[config.mk]
export PLATFORM = sky130hd
export DESIGN_NAME = mem_access_unit
export DESIGN_NICKNAME = d
export VERILOG_FILES = /design/src/rtl/mem_access_unit.sv
export SDC_FILE = /design/constraint.sdc
export NUM_CORES = 1
export LEC_CHECK = 0
export CAP_MARGIN = 20
export CORE_MARGIN = 2
export CORE_UTILIZATION = 40
export DETAILED_ROUTE_END_ITERATION = 12
export PLACE_DENSITY = 0.9
export SKIP_CTS_REPAIR_TIMING = 1
export SLEW_MARGIN = 0
export SYNTH_ARGS = -nofsm -noshare
export SYNTH_HDL_FRONTEND = slang
export SYNTH_SLANG_ARGS = --single-unit
[constraint.sdc]
create_clock -name clk -period 1.9 [get_ports clk]
set_input_delay 0.285 -clock clk [delete_from_list [all_inputs] [get_ports clk]]
set_output_delay 0.285 -clock clk [all_outputs]
set_load 0.01 [all_outputs]
[src/rtl/mem_access_unit.sv]
// MEM-stage load/store front-end: aligns MIPS byte/half/word requests onto a
// word-addressed data memory, extends loads, and does read-modify-write for sub-word stores.
module mem_access_unit #(
    parameter int ADDR_W = 32,
    parameter int DATA_W = 32
) (
    input  logic              clk,
    input  logic              reset,
    input  logic              req_valid,
    input  logic              req_write,
    input  logic [1:0]        req_size,
    input  logic              req_unsigned,
    input  logic [ADDR_W-1:0] req_addr,
    input  logic [DATA_W-1:0] req_wdata,
    output logic              stall,
    output logic [DATA_W-1:0] load_data,
    output logic              load_valid,
    output logic              misalign,
    output logic              dm_mem_read,
    output logic              dm_mem_write,
    output logic [ADDR_W-1:0] dm_address,
    output logic [DATA_W-1:0] dm_write_data,
    input  logic [DATA_W-1:0] dm_read_data
);

    localparam logic [1:0] SZ_BYTE = 2'b00;
    localparam logic [1:0] SZ_HALF = 2'b01;
    localparam logic [1:0] SZ_WORD = 2'b10;

    typedef enum logic {IDLE, RMW_WR} state_t;

    state_t            state;
    logic [ADDR_W-1:0] rmw_addr;
    logic [DATA_W-1:0] rmw_data;

    logic              bad;
    logic              accept;
    logic              sub_store;
    logic [ADDR_W-1:0] word_addr;
    logic [7:0]        byte_sel;
    logic [15:0]       half_sel;
    logic [DATA_W-1:0] ext_data;
    logic [DATA_W-1:0] merged;

    assign bad       = (req_size == 2'b11)
                    || (req_size == SZ_HALF && req_addr[0])
                    || (req_size == SZ_WORD && req_addr[1:0] != 2'b00);
    assign accept    = (state == IDLE) && req_valid && !bad;
    assign sub_store = req_write && (req_size != SZ_WORD);
    assign word_addr = {req_addr[ADDR_W-1:2], 2'b00};

    // Strobes are suppressed during reset so a reset landing in RMW_WR drops the write.
    assign dm_mem_read   = !reset && accept && (!req_write || sub_store);
    assign dm_mem_write  = !reset && ((accept && req_write && !sub_store) || state == RMW_WR);
    assign stall         = !reset && accept && sub_store;
    assign dm_address    = (state == RMW_WR) ? rmw_addr : word_addr;
    assign dm_write_data = (state == RMW_WR) ? rmw_data : req_wdata;

    // Big-endian lane select and extension of the load result.
    always_comb begin
        byte_sel = 8'h00;
        case (req_addr[1:0])
            2'b00: byte_sel = dm_read_data[31:24];
            2'b01: byte_sel = dm_read_data[23:16];
            2'b10: byte_sel = dm_read_data[15:8];
            2'b11: byte_sel = dm_read_data[7:0];
            default: byte_sel = 8'h00;
        endcase
        half_sel = req_addr[1] ? dm_read_data[15:0] : dm_read_data[31:16];
        case (req_size)
            SZ_BYTE: ext_data = {{24{!req_unsigned && byte_sel[7]}}, byte_sel};
            SZ_HALF: ext_data = {{16{!req_unsigned && half_sel[15]}}, half_sel};
            default: ext_data = dm_read_data;
        endcase
    end

    // Merge the store lane into the word read this cycle.
    always_comb begin
        merged = dm_read_data;
        if (req_size == SZ_BYTE) begin
            case (req_addr[1:0])
                2'b00: merged[31:24] = req_wdata[7:0];
                2'b01: merged[23:16] = req_wdata[7:0];
                2'b10: merged[15:8]  = req_wdata[7:0];
                2'b11: merged[7:0]   = req_wdata[7:0];
                default: merged = dm_read_data;
            endcase
        end else if (req_addr[1]) begin
            merged[15:0] = req_wdata[15:0];
        end else begin
            merged[31:16] = req_wdata[15:0];
        end
    end

    always_ff @(posedge clk) begin
        if (reset) begin
            state      <= IDLE;
            load_data  <= '0;
            load_valid <= 1'b0;
            misalign   <= 1'b0;
            rmw_addr   <= '0;
            rmw_data   <= '0;
        end else begin
            case (state)
                IDLE: begin
                    load_valid <= accept && !req_write;
                    misalign   <= req_valid && bad;
                    if (accept && !req_write) begin
                        load_data <= ext_data;
                    end
                    if (accept && sub_store) begin
                        rmw_addr <= word_addr;
                        rmw_data <= merged;
                        state    <= RMW_WR;
                    end
                end
                RMW_WR: begin
                    // The re-presented request is consumed here without a second access.
                    load_valid <= 1'b0;
                    misalign   <= 1'b0;
                    state      <= IDLE;
                end
                default: state <= IDLE;
            endcase
        end
    end

endmodule

==> impl_metrics.yaml <==
status:
  violations: "setup timing"
  outcome: "complete, but fails checks"
timing:
  relSlewSlack_pct: 61.50
  rsz0062_at_grt: "yes"
  hold_viol: 0
  finClkSkew_ns: 0.003138
  final-setup-viol-count: 15
  fin_ws_ns: -0.2107
  worst_pin_slew_ns: 0.5774
  timing.fmax_mhz: 473.8
  fin_crit_ns: 2.111
  finalMaxSlewViolations: 0
  finalCritPeriodShare_pct: 111.1
  whs_ns: 0.2758
yosys:
  ys_top_cells_by_area: "dfxtp_1 38%, mux2_2 15%, nand2_1 9.3%, a21oi_1 4.7%, o221ai_1 4.0%"
  synthDistinctLibCells: 43
  avgSynthCellArea_um2: 8.481
  netlist_area_um2: 5089
  synth-edff-count: 0
  ys_seq_area_share_pct: 38.16
  synth-seq-cells: 97
  async_flop_share_pct: 0
  syn_inst: 600
  yosysWarnings: 0
  synth_area_leader_cell: "dfxtp_1"
  synth_top_area_share_pct: 38.16
  dominantRegCellSynth: "dfxtp_1"
setup_path:
  crit_type: "reg2out"
  cp_max_fo: 16
  path_cells: "buf_8 > mux2_2 > clkdlybuf4s50_1"
  critical-path-top-delay-family: "buffers and inverters"
  required_ns: 1.62
  slowest_delay_ns: 0.49
  critPathSlowestCell: "clkdlybuf4s50_1"
  end_kind: "primary output"
  arrival_ns: 1.83
  worst-path-buf-inv: 2
  worstSetupStartpointType: "flip-flop"
floorplan:
  die_w_um: 116.8
  rows: 41
  die_area_um2: 13640
  start_util_pct: 40.65
  core_um2: 12520
  ios: 204
  fp.dieH_um: 116.8
layout:
  utilization_pct: 66.34
  syn_to_final_growth_pct: 63.19
  final_common_cell: "clkdlybuf4s50_1"
  final_cell_mix: "143 x clkdlybuf4s50_1, 126 x nand2_1, 96 x dfxtp_1, 70 x mux2_2, 66 x buf_4"
  drive_gt1_share_pct: 21.69
  diodes: 0
  nets: 937
  fin_area_um2: 8304
global_routing:
  first_global_vias: 5235
  grt-ovfl-total: 0
  grt.total_usage_pct: 25.42
  grt_max_degree: 65
  antenna_found_initial: 0
  grt_pass1_wl_um: 26920
placed_design:
  portBuffers: 201
  post_dp_cell_area_um2: 7664
  gp_congestion: 0.9930
  place_ws_ns: -0.5524
  dp_hpwl_um: 12870
clock_network:
  numCtsBuffers: 9
  cts_root_buffer: "clkbuf_16"
  cts_max_level: 3
  clk_path_buf_depth: 2
  clock_latency_ns: 0.35
  cts_tree: "built"
  clock_sinks: 97
  path_clk_slew_ns: 0.07
route:
  ant_nets: 0
  wl_per_cell_um: 19.25
  drtIter0Drc: 429
  drc: 0
  totalWireLength_um: 19460
  dr.pass1.iters: 5
  vias: 5720
  via_per_inst: 5.658
power:
  ir_worst_vdd_uv: 366.5
  p_leak_nw: 3.484
  power.density_nw_per_um2: 648.7
run:
  maxCapViolCount: 0
hold_path:
  hp-class: "in2reg"
sequential cells by signal (all words and copies together), names as in the netlist:
register,cells
state,1
misalign,1
load_valid,1
rmw_addr,30
load_data,32
rmw_data,32
per-layer routing:
metal | wire, µm | global-route usage, %
met4 | 918 | 13.18
met5 | 0 | 0
met3 | 1739 | 5.716
met2 | 9323 | 42.12
met1 | 7477 | 30.96
report_power, final:
group,leakage (nW),internal (mW),total [mW],switching [mW]
registers,0.789,2.11,2.16,0.0473
logic,2.54,0.677,1.24,0.560
clock network,0.159,1.19,1.99,0.800
total,3.48,3.98,5.39,1.41
area by class of cell:
class	count	area, µm²
multi-input combinational	441	2923
sequential	97	1946
clock buffer	11	242.7
timing repair buffer	279	2877
tap	172	215.2
clock inverter	5	78.83
inverter	6	22.52
fill	995	4213
Yosys cell counts, drive strengths merged (4+ instances only):
master     n
o22a       8
o221ai    23
a21oi     48
nand2    126
nor3       4
clkbuf    37
nand2b    10
and2       7
nand3      8
buf       20
dfxtp     97
a311oi    16
mux2      70
o21ai     10
a211oi    17
mux2i      8
nor2      40
o2bb2ai    8
o22ai      8
nand3b     7
inv        5
through the flow:
step / std cells / setup TNS [ns] / power, mW
floorplan: 601 / 0 / 2.705
global placement: 986 / -26.49 / 3.376
detailed placement: 986 / -29.81 / 3.396
CTS: 1002 / -21.77 / 5.361
global route: 1011 / -3.773 / 5.560
finish: 1011 / -2.618 / 5.387
cell families after synthesis:
group	share of synthesized area [%]
compound gates	21.20
buf+inv	5.262
flops	38.16
mux	17.06
other cells	0.07369
simple gates	18.24
path summary, 6_finish.rpt:
kind | start | endpoint | slack, ns | cells past startpoint
worst max register to register | state | rmw_data[5] | -0.05 | 7
worst min-delay path | reset | state | 0.28 | 3
worst min register to register | rmw_data[11] | rmw_data[11] | 0.46 | 2
worst max-delay path | state | dm_write_data[20] | -0.21 | 3
worst min-delay path: stages:
cell,delay (ns)
buf_2,0.11
buf_4,0.14
nor2_1,0.05
(Power assumes the default switching activity.)
